[src/rtl/seg_pkg.sv]
// Shared definitions for the seven-segment scan controller: segment
// patterns (g..a, active-high), scan FSM states and the BCD encoder.
package seg_pkg;

    localparam int NUM_DIGITS = 4;

    localparam logic [6:0] SEG_0     = 7'b0111111;
    localparam logic [6:0] SEG_1     = 7'b0000110;
    localparam logic [6:0] SEG_2     = 7'b1011011;
    localparam logic [6:0] SEG_3     = 7'b1001111;
    localparam logic [6:0] SEG_4     = 7'b1100110;
    localparam logic [6:0] SEG_5     = 7'b1101101;
    localparam logic [6:0] SEG_6     = 7'b1111101;
    localparam logic [6:0] SEG_7     = 7'b0000111;
    localparam logic [6:0] SEG_8     = 7'b1111111;
    localparam logic [6:0] SEG_9     = 7'b1101111;
    localparam logic [6:0] SEG_BLANK = 7'b0000000;

    typedef enum logic {
        SHOW  = 1'b0,
        BLANK = 1'b1
    } scan_state_e;

    // Codes above 9 are not valid BCD and are shown dark rather than
    // as hex glyphs; the decimal point is carried through as bit 7.
    function automatic logic [7:0] seg_encode(input logic [3:0] bcd, input logic dp);
        logic [6:0] seg;
        case (bcd)
            4'd0:    seg = SEG_0;
            4'd1:    seg = SEG_1;
            4'd2:    seg = SEG_2;
            4'd3:    seg = SEG_3;
            4'd4:    seg = SEG_4;
            4'd5:    seg = SEG_5;
            4'd6:    seg = SEG_6;
            4'd7:    seg = SEG_7;
            4'd8:    seg = SEG_8;
            4'd9:    seg = SEG_9;
            default: seg = SEG_BLANK;
        endcase
        return {dp, seg};
    endfunction

endpackage

[src/rtl/seg_decoder.sv]
// Combinational BCD + decimal point to {DP, g..a} segment pattern.
module seg_decoder
    import seg_pkg::*;
(
    input  logic [3:0] bcd,
    input  logic       dp,
    output logic [7:0] seg
);

    // Pure lookup; the table lives in the package so the reset value
    // of the scan controller and the decoder can never disagree.
    always_comb begin
        seg = seg_encode(bcd, dp);
    end

endmodule

[src/rtl/seg_scan_ctrl.sv]
// Four-digit seven-segment scan controller. A shadow bank is written
// digit by digit and copied into the displayed (active) bank only at a
// frame boundary, so a multi-digit update never shows half-applied.
// All outputs are registered; the output flops are loaded from the
// next-state values so they always describe the cycle the FSM is in.
module seg_scan_ctrl
    import seg_pkg::*;
#(
    parameter int SHOW_CYC  = 50000,
    parameter int BLANK_CYC = 2000,
    parameter int CNT_W     = 17
) (
    input  logic       clk,
    input  logic       rst,
    input  logic       wr_en,
    input  logic [1:0] wr_idx,
    input  logic [3:0] wr_data,
    input  logic       wr_dp,
    input  logic       wr_commit,
    output logic       wr_ready,
    input  logic [3:0] digit_en,
    output logic [7:0] seg_out,
    output logic [3:0] seg_sel,
    output logic       frame_start
);

    localparam logic [CNT_W-1:0] SHOW_LAST  = CNT_W'(SHOW_CYC - 1);
    localparam logic [CNT_W-1:0] BLANK_LAST = CNT_W'(BLANK_CYC - 1);
    localparam logic [7:0]       SEG_RESET  = {1'b0, SEG_0};

    // Each bank entry is {dp, bcd}.
    scan_state_e              state_q, state_d;
    logic [CNT_W-1:0]         cnt_q, cnt_d;
    logic [1:0]               dig_q, dig_d;
    logic [NUM_DIGITS-1:0][4:0] shadow_q, shadow_d;
    logic [NUM_DIGITS-1:0][4:0] active_q, active_d;
    logic                     pending_q, pending_d;
    logic                     wr_ready_q, wr_ready_d;
    logic [7:0]               seg_out_q, seg_out_d;
    logic [3:0]               seg_sel_q, seg_sel_d;
    logic                     frame_start_q, frame_start_d;

    logic                     slot_start;
    logic                     boundary;
    logic [3:0]               dec_bcd;
    logic                     dec_dp;
    logic [7:0]               dec_seg;

    // Scan sequencing: count out the SHOW and BLANK slots and advance the
    // digit pointer; a zero-length blank goes straight to the next digit.
    always_comb begin
        state_d    = state_q;
        cnt_d      = cnt_q + 1'b1;
        dig_d      = dig_q;
        slot_start = 1'b0;
        case (state_q)
            SHOW: begin
                if (cnt_q == SHOW_LAST) begin
                    cnt_d = '0;
                    if (BLANK_CYC == 0) begin
                        dig_d      = dig_q + 2'd1;
                        slot_start = 1'b1;
                    end else begin
                        state_d = BLANK;
                    end
                end
            end
            BLANK: begin
                if (cnt_q == BLANK_LAST) begin
                    cnt_d      = '0;
                    state_d    = SHOW;
                    dig_d      = dig_q + 2'd1;
                    slot_start = 1'b1;
                end
            end
            default: begin
                state_d = SHOW;
                cnt_d   = '0;
                dig_d   = 2'd0;
            end
        endcase
        boundary = slot_start && (dig_q == 2'd3);
    end

    // Shadow writes and the commit handshake. Writes are locked out while
    // a commit is pending so the bank being copied is frozen; the copy
    // itself only ever happens at the wrap from digit 3 back to digit 0.
    always_comb begin
        shadow_d  = shadow_q;
        active_d  = active_q;
        pending_d = pending_q;
        if (wr_en && !pending_q) begin
            shadow_d[wr_idx] = {wr_dp, wr_data};
        end
        if (boundary && pending_q) begin
            active_d  = shadow_q;
            pending_d = 1'b0;
        end else if (wr_commit && !pending_q) begin
            pending_d = 1'b1;
        end
    end

    assign dec_bcd = active_d[dig_d][3:0];
    assign dec_dp  = active_d[dig_d][4];

    seg_decoder u_decoder (
        .bcd (dec_bcd),
        .dp  (dec_dp),
        .seg (dec_seg)
    );

    // Output pattern for the upcoming cycle. The digit enable is captured
    // once when a digit slot opens and then held, so toggling it mid-slot
    // cannot chop a digit's on-time.
    always_comb begin
        seg_out_d     = 8'h00;
        seg_sel_d     = seg_sel_q;
        frame_start_d = boundary;
        wr_ready_d    = !pending_d;
        if (state_d == SHOW) begin
            seg_out_d = dec_seg;
            if (slot_start) begin
                seg_sel_d = digit_en[dig_d] ? (4'b0001 << dig_d) : 4'b0000;
            end
        end else begin
            seg_sel_d = 4'b0000;
        end
    end

    // Scan FSM, counter and digit pointer.
    always_ff @(posedge clk or posedge rst) begin
        if (rst) begin
            state_q <= SHOW;
            cnt_q   <= '0;
            dig_q   <= 2'd0;
        end else begin
            state_q <= state_d;
            cnt_q   <= cnt_d;
            dig_q   <= dig_d;
        end
    end

    // Digit banks and commit flag; reset discards any staged update.
    always_ff @(posedge clk or posedge rst) begin
        if (rst) begin
            shadow_q  <= '0;
            active_q  <= '0;
            pending_q <= 1'b0;
        end else begin
            shadow_q  <= shadow_d;
            active_q  <= active_d;
            pending_q <= pending_d;
        end
    end

    // Registered pin drivers; reset shows digit 0 holding zero.
    always_ff @(posedge clk or posedge rst) begin
        if (rst) begin
            seg_out_q     <= SEG_RESET;
            seg_sel_q     <= 4'b0001;
            frame_start_q <= 1'b0;
            wr_ready_q    <= 1'b1;
        end else begin
            seg_out_q     <= seg_out_d;
            seg_sel_q     <= seg_sel_d;
            frame_start_q <= frame_start_d;
            wr_ready_q    <= wr_ready_d;
        end
    end

    assign seg_out     = seg_out_q;
    assign seg_sel     = seg_sel_q;
    assign frame_start = frame_start_q;
    assign wr_ready    = wr_ready_q;

endmodule

[config.mk]
export PLATFORM = sky130hd
export DESIGN_NAME = seg_scan_ctrl
export DESIGN_NICKNAME = d
export VERILOG_FILES = /design/src/rtl/seg_pkg.sv /design/src/rtl/seg_decoder.sv /design/src/rtl/seg_scan_ctrl.sv
export SDC_FILE = /design/constraint.sdc
export NUM_CORES = 1
export LEC_CHECK = 0
export ABC_CLOCK_PERIOD_IN_PS = 3670
export CAP_MARGIN = 5
export CELL_PAD_IN_SITES_DETAIL_PLACEMENT = 1
export CELL_PAD_IN_SITES_GLOBAL_PLACEMENT = 2
export CORE_MARGIN = 2
export CORE_UTILIZATION = 40
export DETAILED_ROUTE_END_ITERATION = 8
export MAX_ROUTING_LAYER = met4
export PLACE_DENSITY_LB_ADDON = 0.1
export SETUP_SLACK_MARGIN = 0.15
export SLEW_MARGIN = 10
export SYNTH_ARGS = -nofsm -noshare
export SYNTH_HDL_FRONTEND = slang
export SYNTH_SLANG_ARGS = --single-unit
[constraint.sdc]
create_clock -name clk -period 3.67 [get_ports clk]
set_clock_uncertainty 0.05 [all_clocks]
set_input_delay 0.734 -clock clk [delete_from_list [all_inputs] [get_ports clk]]
set_output_delay 0.734 -clock clk [all_outputs]
set_load 0.005 [all_outputs]
==> load_flow_metrics.sql, run 1 <==
INSERT INTO impl_metrics (metric_group, metric, value, unit) VALUES
('outcome', 'outcome', 'finished, final reports clean', ''),
('yosys', 'synth-warning-count', '0', ''),
('grt', 'antenna_found_initial', '0', ''),
('critical_path', 'critical_path.reg2reg.startpoint', 'cnt_q[0]', ''),
('final_layout', 'areaGrowthSynthToFinish', '17.62', '%'),
('clock_network', 'worst_skew_pair.late_latency', '0.36', 'ns'),
('critical_path', 'cp_dominant_cell_by_count', 'sky130_fd_sc_hd__ha_1', ''),
('flow_run', 'cap_violations', '0', ''),
('clock_network', 'cts_root_buf', 'sky130_fd_sc_hd__clkbuf_8', ''),
('sta', 'hold-worst-slack', '0.4410', 'ns'),
('sta', 'setup_ws_post_layout', '0.4497', 'ns'),
('critical_path', 'crit-reg2reg-capture', 'seg_out[0]', ''),
('yosys', 'yosys_register_bits', '75', ''),
('placed_design', 'routabilityCongestion', '0.7862', ''),
('routing', 'route.final.wire_length', '8.501', 'mm'),
('yosys', 'top_cells_by_area_synth', 'sky130_fd_sc_hd__dfrtp_1 (45%), sky130_fd_sc_hd__mux2_2 (11%), sky130_fd_sc_hd__dfstp_2 (5.6%)', ''),
('floorplanning', 'floorplan.initialDensity', '40.72', '%'),
('power', 'fin_total_pwr', '1647', 'uW'),
('floorplanning', 'fp.dieH', '100.5', 'um'),
('final_layout', 'n_fill_cell', '992', ''),
('final_layout', 'layout.nets', '370', ''),
('yosys', 'synth.net_count', '335', ''),
('yosys', 'synthesis.instances', '313', ''),
('yosys', 'ys_async_sr_fraction', '100.0', '%'),
('sta', 'final.min_clock_period', '3.220', 'ns'),
('critical_path', 'critPathKind', 'reg -> reg', ''),
('placed_design', 'dpl_worst_slack', '0.3104', 'ns'),
('yosys', 'yosysSeqAreaShare', '50.62', '%'),
('hold_path', 'hold_start', 'cnt_q[0]', ''),
('yosys', 'synth_ff_type', 'sky130_fd_sc_hd__dfrtp_1', ''),
('sta', 'maxSlewViolCount', '0', ''),
('sta', 'setup_viol', '0', ''),
('clock_network', 'clk_transition_reported_paths', '0.08', 'ns'),
('clock_network', 'cts_hold_buffers', '0', ''),
('clock_network', 'cts.repair_timing.setup_buffer_count', '0', ''),
('clock_network', 'cts.sink_count', '75', ''),
('critical_path', 'cell_family_with_most_cp_delay', 'simple AND/OR/NAND/NOR gates', ''),
('power', 'switching_power_share_of_the_total', '22.92', '%'),
('yosys', 'synth_edf_count', '0', ''),
('sta', 'timing.max_slew.rel_slack', '34.70', '%'),
('routing', 'detail_route.drc_violations', '0', ''),
('grt', 'track_usage', '19.07', '%'),
('power', 'net-switching-power', '377.4', 'uW'),
('routing', 'via_per_inst', '5.541', ''),
('clock_network', 'tritoncts', 'yes', ''),
('routing', 'drtAntennaViolNets', '0', ''),
('sta', 'finalHoldViolations', '0', ''),
('yosys', 'synthesis.area', '3727', 'sq um'),
('grt', 'grt_pass1_vias', '2740', ''),
('critical_path', 'worst_r2r_path_depth', '11', ''),
('critical_path', 'cp_cell_sequence', 'ha_1 -> and3_1 -> and4b_2 -> nand3_2 -> mux2_2 -> mux2i_1 -> mux2i_2 -> inv_1 -> ha_1 -> or3_1 -> o22ai_1', ''),
('sta', 'max_clock_freq', '310.5', 'MHz'),
('placed_design', 'port_buffers', '28', ''),
('power', 'combPwrFrac', '3.4', '%'),
('floorplanning', 'die_span_in_x', '100.5', 'um'),
('routing', 'drtIter0Drc', '121', ''),
('final_layout', 'stdcell_count', '464', ''),
('power', 'p_seq_share', '52.0', '%'),
('floorplanning', 'core', '9153', 'sq um'),
('routing', 'drt_first_pass_iters', '4', ''),
('final_layout', 'share_of_cells_above_drive_strength_1', '24.93', '%'),
('power', 'power_report.internal_total', '1269', 'uW'),
('floorplanning', 'dieArea', '10110', 'sq um'),
('grt', 'gr-total-overflow', '0', ''),
('power', 'leakage', '0.002051', 'uW'),
('yosys', 'library_cell_with_the_largest_summed_area_after_synthesis', 'sky130_fd_sc_hd__dfrtp_1', ''),
('critical_path', 'arrival', '3.45', 'ns'),
('placed_design', 'placed_cells_incl_taps', '448', ''),
('critical_path', 'reg2reg_slack', '0.45', 'ns'),
('clock_network', 'number_of_resized_instances_in_the_post_cts_repair_step', '0', ''),
('grt', 'largest_net_degree_at_the_start_of_global_routing', '40', '');
area by class of cell:
cell class	count	area, sq um	area share, %
clock buffer	9	123.9	2.825
timing repair buffer	36	352.8	8.048
clock inverter	7	106.4	2.426
sequential	75	1887	43.04
multi-input combinational	216	1738	39.64
tap	111	138.9	3.168
inverter	10	37.54	0.8562
Yosys cell counts, types with 3 or more instances:
library cell / count
sky130_fd_sc_hd__nand4_1: 6
sky130_fd_sc_hd__ha_1: 7
sky130_fd_sc_hd__buf_6: 3
sky130_fd_sc_hd__nor2b_1: 3
sky130_fd_sc_hd__o22ai_1: 5
sky130_fd_sc_hd__a211oi_1: 6
sky130_fd_sc_hd__xnor2_1: 7
sky130_fd_sc_hd__mux2_2: 38
sky130_fd_sc_hd__nor3_1: 4
sky130_fd_sc_hd__clkbuf_1: 4
sky130_fd_sc_hd__xor2_1: 8
sky130_fd_sc_hd__nand3_1: 12
sky130_fd_sc_hd__nor2_1: 17
sky130_fd_sc_hd__o211ai_1: 5
sky130_fd_sc_hd__nand2_1: 17
sky130_fd_sc_hd__inv_1: 9
sky130_fd_sc_hd__dfstp_2: 8
sky130_fd_sc_hd__o21ai_1: 6
sky130_fd_sc_hd__mux2i_1: 6
sky130_fd_sc_hd__a32o_1: 3
sky130_fd_sc_hd__and3_1: 7
sky130_fd_sc_hd__o21ai_0: 5
sky130_fd_sc_hd__and2_1: 3
sky130_fd_sc_hd__dfrtp_1: 67
sky130_fd_sc_hd__or3_1: 4
sky130_fd_sc_hd__a21oi_1: 10
how the worst max path moves through the flow:
| stage | from | end | cells after the start |
|---|---|---|---|
| after floorplan | cnt_q[0] | seg_out[0] | 12 |
| after global placement | cnt_q[0] | seg_out[0] | 11 |
| after detailed placement | cnt_q[0] | seg_out[0] | 11 |
| after CTS | cnt_q[0] | seg_out[0] | 11 |
| after global routing | cnt_q[0] | seg_out[0] | 11 |
| final | cnt_q[0] | seg_out[0] | 11 |
per-stage QoR:
| step | util [%] | cell area (sq um) |
|---|---|---|
| 6_report | 47.90 | 4384 |
| 5_1_grt | 47.90 | 4384 |
| 4_1_cts | 47.75 | 4370 |
| 3_5_place_dp | 45.24 | 4140 |
| 3_3_place_gp | 45.24 | 4140 |
| 2_1_floorplan | - | 3727 |
power by group through the flow:
stage	Clock (uW)	Combinational [uW]	Sequential, uW
floorplan	0	30.1	866
global placement	0	56.9	872
detailed placement	0	58.7	873
CTS	760	58.8	857
global route	787	63.6	859
finish	734	56.2	857
registers in the layout, summed over array words and instances, names as in the netlist:
name	count
cnt_q	17
wr_ready	1
seg_out	8
seg_sel	4
frame_start	1
pending_q	1
shadow_q	20
state_q	1
dig_q	2
active_q	20
layer usage:
metal	vias to the layer above	share of wire [%]	GRT usage (%)
li1	1219	-	-
met1	1312	44	22.62
met2	27	52	32.94
met3	13	2.2	3.537
met4	0	1.4	6.006
met5	-	0	-
logic make-up after synthesis:
family                     share of synthesized area (%)
AOI/OAI and AO/OA                                  12.69
xor gates and xnor gates                           3.525
adders and majority gates                          2.350
buffers and inverters                              3.121
DFF                                                50.62
muxes                                              13.49
and+or+nand+nor                                    14.20
Note: power is estimated with default switching activity, not from simulation.
==> inputs of run 2 (changes only) <==
CELL_PAD_IN_SITES_DETAIL_PLACEMENT = not set   (was 1)
CELL_PAD_IN_SITES_GLOBAL_PLACEMENT = not set   (was 2)
PLACE_DENSITY = 0.62   (was not set)
PLACE_DENSITY_LB_ADDON = not set   (was 0.1)
==> load_flow_metrics.sql, run 2 (synthesis gave the netlist of run 1 again) <==
INSERT INTO impl_metrics (metric_group, metric, value, unit) VALUES
('hold_path', 'min_delay_path_depth', '2', ''),
('routing', 'num_vias', '2527', ''),
('clock_network', 'tritoncts', 'yes', ''),
('final_layout', 'layout.nets', '370', ''),
('critical_path', 'reg2reg_slack', '0.42', 'ns'),
('power', 'power.share.clock', '42.1', '%'),
('sta', 'setup_ws_post_layout', '0.4250', 'ns'),
('grt', 'antenna_found_initial', '0', ''),
('grt', 'grt.met1_usage', '24.45', '%'),
('grt', 'gr-total-overflow', '0', ''),
('critical_path', 'critical_path.reg2reg.startpoint', 'cnt_q[0]', ''),
('grt', 'track_usage', '16.97', '%'),
('grt', 'largest_net_degree_at_the_start_of_global_routing', '41', ''),
('clock_network', 'max_clock_buf_depth', '2', ''),
('critical_path', 'arrival', '3.49', 'ns'),
('floorplanning', 'floorplan.initialDensity', '40.72', '%'),
('routing', 'via_per_inst', '5.446', ''),
('routing', 'drtAntennaViolNets', '0', ''),
('grt', 'top_usage_layer', 'met1', ''),
('clock_network', 'cts.sink_count', '75', ''),
('power', 'leakage', '0.002019', 'uW'),
('power', 'power.density_cell_area', '363.0', 'nW/um^2'),
('placed_design', 'dpl_worst_slack', '0.4737', 'ns'),
('sta', 'rsz0062_at_grt', 'no', ''),
('hold_path', 'hold_start', 'active_q[18]', ''),
('flow_run', 'cap_violations', '0', ''),
('critical_path', 'worstPathMaxFanout', '13', ''),
('final_layout', 'mostFrequentLayoutCells', 'sky130_fd_sc_hd__dfrtp_1 (67), sky130_fd_sc_hd__mux2_2 (38), sky130_fd_sc_hd__clkdlybuf4s50_1 (28)', ''),
('final_layout', 'areaGrowthSynthToFinish', '16.58', '%'),
('sta', 'totalNegativeSetupSlack', '0', 'ns'),
('power', 'combPwrFrac', '3.6', '%'),
('sta', 'finalHoldViolations', '0', ''),
('hold_path', 'hold_class', 'reg -> reg', ''),
('power', 'net-switching-power', '380.6', 'uW'),
('routing', 'drt_first_pass_iters', '4', ''),
('grt', 'grt_pass1_vias', '2509', ''),
('floorplanning', 'core', '9153', 'sq um'),
('clock_network', 'level_count_of_the_clock_h_tree', '3', ''),
('floorplanning', 'pin_count', '29', ''),
('clock_network', 'cts_buffers', '9', ''),
('final_layout', 'n_fill_cell', '826', ''),
('clock_network', 'worst_skew_pair.late_latency', '0.37', 'ns'),
('hold_path', 'worstHoldEndpoint', 'active_q[18]', ''),
('critical_path', 'timing.critical_path.to_type', 'flop', ''),
('clock_network', 'clk_transition_reported_paths', '0.08', 'ns'),
('clock_network', 'cts_hold_buffers', '0', ''),
('power', 'switching_power_share_of_the_total', '24.13', '%'),
('sta', 'timing.max_slew.rel_slack', '37.33', '%'),
('grt', 'met3_resource_use_gr', '3.883', '%'),
('grt', 'met2_usage', '22.97', '%'),
('final_layout', 'leading_cell_type_in_the_layout_fill_and_taps_excluded', 'sky130_fd_sc_hd__dfrtp_1', ''),
('routing', 'drtIter0Drc', '128', ''),
('final_layout', 'biggestRegsByFlops', 'active_q x20, shadow_q x20, cnt_q x17', ''),
('final_layout', 'diodes', '0', ''),
('floorplanning', 'fp.dieH', '100.5', 'um'),
('sta', 'setup_viol', '0', ''),
('routing', 'route.detailed.wl_per_inst', '16.26', 'um'),
('sta', 'final.min_clock_period', '3.245', 'ns'),
('critical_path', 'critPathKind', 'reg -> reg', ''),
('sta', 'timing.final.crit_share', '88.42', '%'),
('floorplanning', 'core.rowCount', '35', ''),
('sta', 'maxSlewViolCount', '0', ''),
('placed_design', 'port_buffers', '28', ''),
('critical_path', 'setup.worst_path.start_class', 'flop', ''),
('critical_path', 'crit-reg2reg-capture', 'seg_out[0]', ''),
('power', 'vdd_drop_max', '0.1888', 'mV'),
('placed_design', 'hpwlAfterDp', '5.373', 'mm'),
('sta', 'hold-worst-slack', '0.4389', 'ns'),
('floorplanning', 'die_span_in_x', '100.5', 'um'),
('grt', 'first_pass_grt_wire_length', '12.74', 'mm'),
('sta', 'worst_pin_slew', '0.9401', 'ns'),
('routing', 'detail_route.drc_violations', '0', ''),
('clock_network', 'cts_root_buf', 'sky130_fd_sc_hd__clkbuf_8', ''),
('final_layout', 'share_of_cells_above_drive_strength_1', '24.36', '%'),
('clock_network', 'cts.repair_timing.setup_buffer_count', '0', ''),
('critical_path', 'worst_ep_required_time', '3.91', 'ns'),
('power', 'p_seq_share', '54.3', '%'),
('floorplanning', 'dieArea', '10110', 'sq um'),
('final_layout', 'final_core_utilization', '47.48', '%'),
('routing', 'route.final.wire_length', '7.543', 'mm'),
('placed_design', 'routabilityCongestion', '0.8260', ''),
('critical_path', 'worst_r2r_path_depth', '11', ''),
('sta', 'max_clock_freq', '308.2', 'MHz'),
('power', 'fin_total_pwr', '1577', 'uW'),
('power', 'power_report.internal_total', '1197', 'uW'),
('outcome', 'outcome', 'finished, final reports clean', ''),
('clock_network', 'number_of_resized_instances_in_the_post_cts_repair_step', '0', '');
-- run 2: layer usage --
layer  wire length, um  vias to the layer above
met3               258                       16
met5                 0                        -
li1                  -                     1224
met1              4031                     1239
met2              3114                       48
met4               139                        0
-- run 2: cell type report --
class                      instances  area [sq um]  area share [%]
timing repair buffer              36         352.8           8.120
sequential                        75          1887           43.42
inverter                          10         37.54          0.8638
clock buffer                       9         123.9           2.851
clock inverter                     7         81.33           1.872
multi-input combinational        216          1724           39.68
tap                              111         138.9           3.196
-- run 2: through the flow --
step | cells | instance area, sq um
6_report | 464 | 4345
4_1_cts | 464 | 4345
3_3_place_gp | 448 | 4140
5_1_grt | 464 | 4345
2_1_floorplan | 313 | 3727
3_5_place_dp | 448 | 4140
-- run 2: worst max path at each step --
| stage | startpoint | to | depth (start not counted) |
|---|---|---|---|
| floorplan | cnt_q[0] | seg_out[0] | 12 |
| global placement | cnt_q[0] | seg_out[0] | 11 |
| detailed placement | cnt_q[0] | seg_out[0] | 11 |
| CTS | cnt_q[0] | seg_out[0] | 11 |
| global route | cnt_q[0] | seg_out[0] | 11 |
| finish | cnt_q[0] | seg_out[0] | 11 |
-- run 2: worst max-delay path, cell delays in order (launching register included) --
cell and delay (ns):
sky130_fd_sc_hd__dfrtp_1 0.39, sky130_fd_sc_hd__ha_1 0.19, sky130_fd_sc_hd__and3_1 0.25, sky130_fd_sc_hd__nand4b_2 0.36, sky130_fd_sc_hd__nor2_1 0.31, sky130_fd_sc_hd__xnor2_1 0.28
sky130_fd_sc_hd__mux2i_1 0.16, sky130_fd_sc_hd__mux2i_1 0.36, sky130_fd_sc_hd__inv_1 0.15, sky130_fd_sc_hd__ha_1 0.20, sky130_fd_sc_hd__or3_1 0.36, sky130_fd_sc_hd__o22ai_1 0.13
-- run 2: power by group through the flow --
stage / Combinational (uW) / Sequential [uW] / Clock [uW]
floorplan: 30.1 / 866 / 0
global placement: 56.9 / 873 / 0
detailed placement: 58.2 / 873 / 0
CTS: 58.5 / 857 / 687
global route: 62.6 / 859 / 714
finish: 56.0 / 857 / 664
